===== src/rtl/pong_round_if.sv =====
// pong_round_if: game-flow signals between the ball datapath/display and the round controller
interface pong_round_if;
  logic       Start;
  logic       Miss_Left;
  logic       Miss_Right;
  logic       Paddle_Hit;
  logic       Ball_Enable;
  logic       Ball_Recenter;
  logic       Serve_Go;
  logic       Serve_Dir;
  logic [1:0] Speed_Level;
  logic [3:0] Score1;
  logic [3:0] Score2;
  logic [1:0] Winner;
  logic [2:0] State;
  modport master (
    output Start, Miss_Left, Miss_Right, Paddle_Hit,
    input  Ball_Enable, Ball_Recenter, Serve_Go, Serve_Dir, Speed_Level, Score1, Score2, Winner, State
  );
  modport slave (
    input  Start, Miss_Left, Miss_Right, Paddle_Hit,
    output Ball_Enable, Ball_Recenter, Serve_Go, Serve_Dir, Speed_Level, Score1, Score2, Winner, State
  );
endinterface


===== src/rtl/pong_round_ctrl.sv =====
// pong_round_ctrl: serve/rally/point/game-over sequencer with scores and rally speed level
module pong_round_ctrl #(
  parameter int WIN_SCORE      = 9,
  parameter int SERVE_DELAY    = 60,
  parameter int POINT_HOLD     = 30,
  parameter int HITS_PER_LEVEL = 4,
  parameter int MAX_LEVEL      = 3
) (
  input logic         frame_clk,
  input logic         Reset_n,
  pong_round_if.slave bus
);
  typedef enum logic [2:0] {IDLE = 3'd0, SERVE = 3'd1, PLAY = 3'd2, POINT = 3'd3, OVER = 3'd4} state_t;
  localparam logic [7:0] SD_END = 8'(SERVE_DELAY - 1);
  localparam logic [7:0] PH_END = 8'(POINT_HOLD - 1);
  localparam logic [7:0] HL_END = 8'(HITS_PER_LEVEL - 1);
  localparam logic [3:0] WIN    = 4'(WIN_SCORE);
  localparam logic [1:0] ML     = 2'(MAX_LEVEL);
  state_t     state_q, state_d;
  logic [7:0] cnt_q, cnt_d, hits_q, hits_d;
  logic [3:0] s1_q, s1_d, s2_q, s2_d;
  logic [1:0] speed_q, speed_d, winner_q, winner_d;
  logic       dir_q, dir_d, start_q, go_q, go_d, start_edge, miss;
  // next-state, scoring and speed-level logic
  always_comb begin
    state_d    = state_q;
    cnt_d      = cnt_q;
    hits_d     = hits_q;
    s1_d       = s1_q;
    s2_d       = s2_q;
    speed_d    = speed_q;
    winner_d   = winner_q;
    dir_d      = dir_q;
    go_d       = 1'b0;
    start_edge = bus.Start & ~start_q;
    miss       = bus.Miss_Left | bus.Miss_Right;
    case (state_q)
      IDLE, OVER: begin
        if (start_edge) begin
          state_d  = SERVE;
          s1_d     = '0;
          s2_d     = '0;
          winner_d = '0;
          dir_d    = 1'b0;
        end
      end
      SERVE: begin
        cnt_d   = cnt_q + 8'd1;
        hits_d  = '0;
        speed_d = '0;
        if (cnt_q == SD_END) begin
          state_d = PLAY;
          go_d    = 1'b1;
        end
      end
      PLAY: begin
        if (miss) begin
          state_d = POINT;
          s1_d    = (bus.Miss_Right & ~bus.Miss_Left) ? s1_q + 4'd1 : s1_q;
          s2_d    = (bus.Miss_Left & ~bus.Miss_Right) ? s2_q + 4'd1 : s2_q;
          dir_d   = (bus.Miss_Left ^ bus.Miss_Right) ? bus.Miss_Right : dir_q;
        end else if (bus.Paddle_Hit) begin
          hits_d  = (hits_q == HL_END) ? 8'd0 : hits_q + 8'd1;
          speed_d = (hits_q == HL_END && speed_q != ML) ? speed_q + 2'd1 : speed_q;
        end
      end
      POINT: begin
        cnt_d = cnt_q + 8'd1;
        if (cnt_q == PH_END) begin
          state_d  = (s1_q == WIN || s2_q == WIN) ? OVER : SERVE;
          winner_d = (s1_q == WIN) ? 2'b01 : (s2_q == WIN) ? 2'b10 : 2'b00;
        end
      end
      default: state_d = IDLE;
    endcase
    if (state_d != state_q) cnt_d = '0;
  end
  // state and datapath registers
  always_ff @(posedge frame_clk or negedge Reset_n) begin
    if (!Reset_n) begin
      state_q  <= IDLE;
      cnt_q    <= '0;
      hits_q   <= '0;
      s1_q     <= '0;
      s2_q     <= '0;
      speed_q  <= '0;
      winner_q <= '0;
      dir_q    <= 1'b0;
      start_q  <= 1'b0;
      go_q     <= 1'b0;
    end else begin
      state_q  <= state_d;
      cnt_q    <= cnt_d;
      hits_q   <= hits_d;
      s1_q     <= s1_d;
      s2_q     <= s2_d;
      speed_q  <= speed_d;
      winner_q <= winner_d;
      dir_q    <= dir_d;
      start_q  <= bus.Start;
      go_q     <= go_d;
    end
  end
  assign bus.State         = state_q;
  assign bus.Ball_Enable   = (state_q == PLAY);
  assign bus.Ball_Recenter = (state_q != PLAY);
  assign bus.Serve_Go      = go_q;
  assign bus.Serve_Dir     = dir_q;
  assign bus.Speed_Level   = speed_q;
  assign bus.Score1        = s1_q;
  assign bus.Score2        = s2_q;
  assign bus.Winner        = winner_q;
endmodule


===== src/flat_wrapper.sv =====
// flat-port wrapper written by rule: the top's interface ports become plain ports
module pong_round_ctrl_flat 
#(
  parameter int WIN_SCORE      = 9,
  parameter int SERVE_DELAY    = 60,
  parameter int POINT_HOLD     = 30,
  parameter int HITS_PER_LEVEL = 4,
  parameter int MAX_LEVEL      = 3
)
  (frame_clk, Reset_n, bus_Start, bus_Miss_Left, bus_Miss_Right, bus_Paddle_Hit, bus_Ball_Enable, bus_Ball_Recenter, bus_Serve_Go, bus_Serve_Dir, bus_Speed_Level, bus_Score1, bus_Score2, bus_Winner, bus_State);
  pong_round_if bus_i ();
  input logic frame_clk;
  input logic Reset_n;
  input wire logic [$bits(bus_i.Start)-1:0] bus_Start;
  input wire logic [$bits(bus_i.Miss_Left)-1:0] bus_Miss_Left;
  input wire logic [$bits(bus_i.Miss_Right)-1:0] bus_Miss_Right;
  input wire logic [$bits(bus_i.Paddle_Hit)-1:0] bus_Paddle_Hit;
  output wire logic [$bits(bus_i.Ball_Enable)-1:0] bus_Ball_Enable;
  output wire logic [$bits(bus_i.Ball_Recenter)-1:0] bus_Ball_Recenter;
  output wire logic [$bits(bus_i.Serve_Go)-1:0] bus_Serve_Go;
  output wire logic [$bits(bus_i.Serve_Dir)-1:0] bus_Serve_Dir;
  output wire logic [$bits(bus_i.Speed_Level)-1:0] bus_Speed_Level;
  output wire logic [$bits(bus_i.Score1)-1:0] bus_Score1;
  output wire logic [$bits(bus_i.Score2)-1:0] bus_Score2;
  output wire logic [$bits(bus_i.Winner)-1:0] bus_Winner;
  output wire logic [$bits(bus_i.State)-1:0] bus_State;
  assign bus_i.Start = bus_Start;
  assign bus_i.Miss_Left = bus_Miss_Left;
  assign bus_i.Miss_Right = bus_Miss_Right;
  assign bus_i.Paddle_Hit = bus_Paddle_Hit;
  assign bus_Ball_Enable = bus_i.Ball_Enable;
  assign bus_Ball_Recenter = bus_i.Ball_Recenter;
  assign bus_Serve_Go = bus_i.Serve_Go;
  assign bus_Serve_Dir = bus_i.Serve_Dir;
  assign bus_Speed_Level = bus_i.Speed_Level;
  assign bus_Score1 = bus_i.Score1;
  assign bus_Score2 = bus_i.Score2;
  assign bus_Winner = bus_i.Winner;
  assign bus_State = bus_i.State;
  pong_round_ctrl #(.WIN_SCORE(WIN_SCORE), .SERVE_DELAY(SERVE_DELAY), .POINT_HOLD(POINT_HOLD), .HITS_PER_LEVEL(HITS_PER_LEVEL), .MAX_LEVEL(MAX_LEVEL)) u_core (.frame_clk(frame_clk), .Reset_n(Reset_n), .bus(bus_i));
endmodule

===== config.mk =====
export PLATFORM = sky130hd
export DESIGN_NAME = pong_round_ctrl_flat
export DESIGN_NICKNAME = d
export VERILOG_FILES = /design/src/rtl/pong_round_if.sv /design/src/rtl/pong_round_ctrl.sv /design/src/flat_wrapper.sv
export SDC_FILE = /design/constraint.sdc
export NUM_CORES = 1
export LEC_CHECK = 0
export CORE_ASPECT_RATIO = 1.75
export CORE_UTILIZATION = 51
export DETAILED_ROUTE_END_ITERATION = 7
export GPL_ROUTABILITY_DRIVEN = 0
export MAX_ROUTING_LAYER = met4
export PLACE_DENSITY_LB_ADDON = 0.3
export RECOVER_POWER = 25
export SYNTH_ARGS = -nofsm -noshare
export SYNTH_HDL_FRONTEND = slang
export SYNTH_SLANG_ARGS = --single-unit

===== constraint.sdc =====
create_clock -name frame_clk -period 2.1 [get_ports frame_clk]
set_input_delay 0.315 -clock frame_clk [delete_from_list [all_inputs] [get_ports frame_clk]]
set_output_delay 0.315 -clock frame_clk [all_outputs]
set_load 0.1 [all_outputs]

==> flow_summary.json, run 1 <==
{
  "outcome": "finished, final reports clean",
  "grt_max_degree": 35,
  "startpoint": "u_core.bus.State[0]",
  "vias_per_cell": 5.69,
  "clk_pin_slew_ps": 70,
  "dp.final_hpwl_mm": 3.02,
  "final_util": 0.654,
  "cpMaxStageDelayCell": "dfrtp_4",
  "first_pass_iters": 4,
  "hp-class": "register to register",
  "cts_max_level": 2,
  "hold_start": "u_core.hits_q[7]",
  "drt_iter0_markers": 33,
  "p_clk_frac": 0.379,
  "io_buffers": 24,
  "cts_buffers": 5,
  "p_sw_mw": 0.319,
  "power_mw": 1.24,
  "worstReg2RegStart": "u_core.bus.State[0]",
  "routed_wl_mm": 4.12,
  "path_class": "register to output port",
  "switching_share": 0.257,
  "fin_cells": 285,
  "worstPathArrival_ps": 1720,
  "synth_area_leaders": "dfrtp_1 44%, ha_1 7.1%, nand2_1 4.1%",
  "worst_pin_slew_ps": 865,
  "slew_headroom": 0.424,
  "whs_endpoint": "u_core.hits_q[7]",
  "rows": 29,
  "syn_area_mm2": 0.00194,
  "synthCells": 199,
  "cts_tree": "yes",
  "insertion_delay_ps": 290,
  "crit_path_end_kind": "output port",
  "regToRegSetupSlack_ps": 170,
  "num_vias": 1621,
  "clock_tree.buffer_depth": 2,
  "die_area_mm2": 0.00407,
  "drcViolationCount": 0,
  "postPlaceCellArea_mm2": 0.00229,
  "final_cell_area_mm2": 0.00237,
  "grt_pass1_wl_mm": 7.16,
  "cp_data_required_time_ps": 1780,
  "synthDistinctLibCells": 48,
  "synth_top_area_cell": "dfrtp_1",
  "cts-root-buf": "clkbuf_8",
  "synth_flop_cell": "dfrtp_1",
  "yosysMostFrequentCell": "dfrtp_1",
  "core_mm2": 0.00363,
  "die_h_um": 83.6,
  "timing.final.crit_share": 0.970,
  "die_w_um": 48.6,
  "power_frac_seq": 0.539,
  "start_util": 0.535,
  "synth_seq_cells": 34,
  "finClkSkew_ps": 11.4,
  "synthArstFlopShare": 1.00,
  "fin_crit_ps": 2040,
  "antenna_left": 0,
  "area_growth_pct": 22.2,
  "grt_pass1_vias": 1602,
  "synth_edf_count": 0,
  "cts_hold_buf": 0,
  "wl_per_cell_um": 14.5,
  "layout.nets": 255,
  "rsz0062_at_grt": "no",
  "p_per_area_mw_per_mm2": 522,
  "synth_nets": 216,
  "finalHoldViolations": 0,
  "start_kind": "register",
  "synth_warnings": 0,
  "clock.fmax_ghz": 0.491,
  "max_cap_violations": 0,
  "cts_sinks": 34,
  "antenna_found_initial": 0,
  "seq_area_frac_synth": 0.438,
  "cp_max_fo": 18,
  "grt_overflow_total": 0,
  "post_cts_resized": 0,
  "timing.rr.end": "u_core.hits_q[4]",
  "dp.cells": 277,
  "reg2reg_depth": 4,
  "cts_setup_buffers": 0,
  "grtUsageTotal": 0.235,
  "ir_worst_vdd_v": 0.000572,
  "synth.top_cell.area_share": 0.438,
  "netlist_top_cells_count": "34 x dfrtp_1, 21 x nand2_1, 18 x nor2_1, 14 x inv_1, 11 x ha_1",
  "power_frac_comb": 0.082,
  "setup_viol": 0,
  "crit_chain": "or3b_4 -> clkinvlp_4 -> buf_12",
  "cpPeakStageDelay_ps": 580,
  "leakage_nw": 1.09,
  "io_pins": 25,
  "whs_path_depth": 1,
  "avgSynthCellArea_um2": 9.75,
  "insertedDiodeCount": 0,
  "internal_power_mw": 0.921,
  "drv_slew": 0,
  "final_layout_size_suffix_gt1_frac": 0.218
}
==> final cells by class <==
type	instances	area, um^2
clock inverter	2	10.0
tap	46	57.6
multi-input combinational	147	1010
inverter	14	56.3
clock buffer	6	72.6
timing repair buffer	36	305
sequential	34	862
fill	306	1260
==> how the worst max path moves through the flow <==
stage,to,slack [ps],cells after the start
global placement,u_core.bus.Score1[3],-200,7
floorplan,u_core.bus.Score2[0],-20,6
detailed placement,u_core.bus.Score1[3],-230,7
global route,u_core.bus.Score1[3],20,7
CTS,bus_Ball_Enable,60,3
finish,bus_Ball_Enable,60,3
==> kinds of logic (layout without fill, tap and decap cells) <==
| logic type | after synthesis | in the layout | synth area share |
|---|---|---|---|
| adder cells (fa/ha/maj) | 11 | 11 | 0.0709 |
| multiplexers | 3 | 3 | 0.0161 |
| XOR/XNOR | 11 | 11 | 0.0496 |
| flip-flops | 34 | 34 | 0.438 |
| buffers and inverters | 18 | 58 | 0.0432 |
| AND/OR/NAND/NOR | 80 | 80 | 0.225 |
| AO/OA/AOI/OAI | 42 | 42 | 0.157 |
==> state kept, by name, indices dropped and copies added, names as in the netlist, 2 cells and up <==
register and cells:
u_core.bus.Winner 2, u_core.bus.Score1 4, u_core.cnt_q 8, u_core.bus.Speed_Level 2, u_core.hits_q 8, u_core.bus.State 3, u_core.bus.Score2 4
==> critical path, delay by kind of cell, from the launching register on <==
family                 cells  cell delay (ps)
flip-flops                 1              580
buffers and inverters      2              320
AND/OR/NAND/NOR            1              530
==> cells in the final DEF (no fill, tap or decap), types with 3 or more instances in the layout <==
| cell | netlist | routed |
|---|---|---|
| xnor2_1 | 7 | 7 |
| a31oi_1 | 5 | 5 |
| a211oi_1 | 4 | 4 |
| dfrtp_4 | 0 | 3 |
| ha_1 | 11 | 11 |
| dfrtp_1 | 34 | 31 |
| or4_1 | 3 | 3 |
| clkdlybuf4s50_1 | 0 | 3 |
| inv_1 | 14 | 13 |
| nand3_1 | 8 | 8 |
| buf_4 | 0 | 28 |
| xor2_1 | 4 | 4 |
| a21oi_1 | 7 | 7 |
| clkbuf_8 | 0 | 5 |
| nand2_1 | 21 | 21 |
| nand3b_1 | 4 | 4 |
| o21ai_0 | 8 | 7 |
| nor2_1 | 18 | 18 |
| and3_1 | 3 | 3 |
| nand2b_1 | 3 | 3 |
==> through the flow <==
step                      setup slack, ps  setup TNS (ps)  hold slack (ps)
after global placement               -199            -470              470
final                                62.8               0              494
after detailed placement             -231            -635              476
after CTS                            55.1               0              439
after floorplan                     -19.4           -25.3             19.4
after global routing                 17.4               0              518
==> power by group through the flow <==
stage | Clock [mW] | Sequential (mW) | Combinational, mW
6_report | 0.470 | 0.668 | 0.102
5_1_grt | 0.493 | 0.669 | 0.111
4_1_cts | 0.477 | 0.668 | 0.104
3_5_place_dp | 0 | 0.681 | 0.104
3_3_place_gp | 0 | 0.680 | 0.103
2_1_floorplan | 0 | 0.718 | 0.0182
==> layer usage <==
| metal | up-vias | GRT usage | part of all wire |
|---|---|---|---|
| li1 | 796 | - | - |
| met2 | 33 | 0.391 | 0.53 |
| met4 | 0 | 0.120 | 0.032 |
| met3 | 14 | 0.0401 | 0.029 |
| met5 | - | - | 0 |
| met1 | 778 | 0.266 | 0.41 |
Power figures use the tool's default switching activity.
==> run 2: changes to the inputs <==
--- a/config.mk
+++ b/config.mk
@@ -12,6 +12,7 @@
 export MAX_ROUTING_LAYER = met4
 export PLACE_DENSITY_LB_ADDON = 0.3
 export RECOVER_POWER = 25
+export SLEW_MARGIN = 30
 export SYNTH_ARGS = -nofsm -noshare
 export SYNTH_HDL_FRONTEND = slang
 export SYNTH_SLANG_ARGS = --single-unit
==> results of run 2 <==
No change in the layout: final DEF, timing and power equal those of run 1.
==> run 3: changes to the inputs <==
--- a/config.mk
+++ b/config.mk
@@ -6,7 +6,7 @@
 export NUM_CORES = 1
 export LEC_CHECK = 0
 export CORE_ASPECT_RATIO = 1.75
-export CORE_UTILIZATION = 51
+export CORE_UTILIZATION = 55
 export DETAILED_ROUTE_END_ITERATION = 7
 export GPL_ROUTABILITY_DRIVEN = 0
 export MAX_ROUTING_LAYER = met4
==> flow_summary.json, run 3 (synthesized netlist as in run 1, its figures left out) <==
{
  "cts_sinks": 34,
  "cts_tree": "yes",
  "grt_overflow_total": 0,
  "slew_headroom": 0.440,
  "cts_max_level": 2,
  "rows": 28,
  "routed_wl_mm": 4.48,
  "antenna_left": 0,
  "wl_per_cell_um": 15.8,
  "p_per_area_mw_per_mm2": 517,
  "antenna_found_initial": 0,
  "seq_area_um2": 862,
  "leakage_nw": 1.08,
  "drcViolationCount": 0,
  "power_mw": 1.22,
  "core_mm2": 0.00336,
  "reg2reg_depth": 5,
  "path_class": "input pin to register",
  "finClkSkew_ps": 10.7,
  "fin_ws_ps": 64.5,
  "start_util": 0.577,
  "worst_pin_slew_ps": 840,
  "ir_worst_vdd_v": 0.000537,
  "grt_pass1_wl_mm": 7.17,
  "fin_tns_setup_ps": 0,
  "hold_start": "u_core.bus.Winner[0]",
  "startpoint": "bus_Miss_Right",
  "finalHoldViolations": 0,
  "cts_hold_buf": 0,
  "clk_pin_slew_ps": 60,
  "multi_input_area_mm2": 0.00101,
  "rsz0062_at_grt": "no",
  "drt_iter0_markers": 45,
  "hp-class": "register to register",
  "grt_max_degree": 35,
  "largestRegisters": "u_core.cnt_q: 8 flops, u_core.hits_q: 8 flops",
  "cp_max_fo": 2,
  "first_pass_iters": 4,
  "holdWs_ps": 507,
  "fin_crit_ps": 2040,
  "regToRegSetupSlack_ps": 190,
  "io_buffers": 24,
  "start_kind": "input pin",
  "clock.fmax_ghz": 0.491,
  "whs_endpoint": "u_core.bus.Winner[0]",
  "insertion_delay_ps": 280,
  "final_layout_size_suffix_gt1_frac": 0.209,
  "worstPathArrival_ps": 2260,
  "fill_cells": 271,
  "cts_buffers": 5,
  "final_cell_mix": "31 x dfrtp_1, 28 x buf_4, 21 x nand2_1, 18 x nor2_1, 13 x inv_1",
  "drv_slew": 0,
  "die_w_um": 46.9,
  "worstReg2RegStart": "u_core.cnt_q[0]",
  "die_h_um": 80.6,
  "dp_slack_ps": -281,
  "clock_tree.buffer_depth": 2,
  "timing.rr.end": "u_core.cnt_q[1]",
  "area_growth_pct": 22.1,
  "die_area_mm2": 0.00378,
  "vias_per_cell": 5.88,
  "io_pins": 25,
  "dp.final_hpwl_mm": 3.39,
  "cp_data_required_time_ps": 2320,
  "cts-root-buf": "clkbuf_8",
  "whs_path_depth": 2,
  "crit_path_end_kind": "register",
  "grtUsageTotal": 0.274,
  "setup_viol": 0,
  "insertedDiodeCount": 0,
  "layout.nets": 255,
  "timing.final.crit_share": 0.969,
  "num_vias": 1671,
  "outcome": "finished, final reports clean",
  "grt_pass1_vias": 1676,
  "max_cap_violations": 0,
  "final_common_cell": "dfrtp_1"
}
[run 3: cell types whose count changed in the layout (fill, tap and decap cells not counted), sizes merged]
cell | previous run | this run
clkinv | 2 | 0
clkbuf | 7 | 9
[run 3: worst max-delay path, cell delays in order]
cell             delay [ps]
clkdlybuf4s50_1         480
inv_1                    60
ha_1                    210
or3b_4                  400
a211o_1                 300
or4_1                   410
nand2_1                  80
[run 3: repair_timing]
action / CTS / global route
gates cloned: 0 / 0
gates resized for setup: 0 / 0
setup endpoints to repair: 1 / 1
setup buffers: 0 / 0
pin swaps: 2 / 1
[run 3: per-layer routing]
metal	part of all wire	wire length, um	up-vias	GRT usage
li1	-	-	800	-
met1	0.37	1650	813	0.264
met2	0.56	2510	44	0.479
met3	0.033	147	14	0.0494
met4	0.037	167	0	0.157
met5	0	0	-	-
[run 3: power breakdown]
group | internal [mW] | leakage [nW] | switching, mW
Sequential | 0.661 | 0.435 | 0.00722
Combinational | 0.0292 | 0.609 | 0.0720
Clock | 0.235 | 0.0395 | 0.220
Total | 0.926 | 1.08 | 0.299
[run 3: metrics by stage]
| stage | std cells | area [um^2] | utilization |
|---|---|---|---|
| after floorplan | 199 | 1970 | - |
| after global placement | 276 | 2290 | 0.681 |
| after detailed placement | 276 | 2290 | 0.681 |
| after CTS | 284 | 2370 | 0.705 |
| after global routing | 284 | 2370 | 0.704 |
| final | 284 | 2370 | 0.704 |
[run 3: worst max path at each step]
stage               slack [ps]  cells past startpoint              endpoint
detailed placement        -280                      7  u_core.bus.Score1[3]
floorplan                  -20                      6  u_core.bus.Score2[0]
global route                30                      7  u_core.bus.Score1[3]
finish                      60                      7  u_core.bus.Score1[3]
global placement          -210                      7  u_core.bus.Score1[3]
CTS                         30                      7  u_core.bus.Score1[3]
[run 3: area by class of cell]
cell class | count | area share
multi-input cells | 147 | 0.426
flip-flops and latches | 34 | 0.364
repair buffers | 36 | 0.129
clock buffers | 8 | 0.0338
inverters | 14 | 0.0238
well taps | 45 | 0.0238
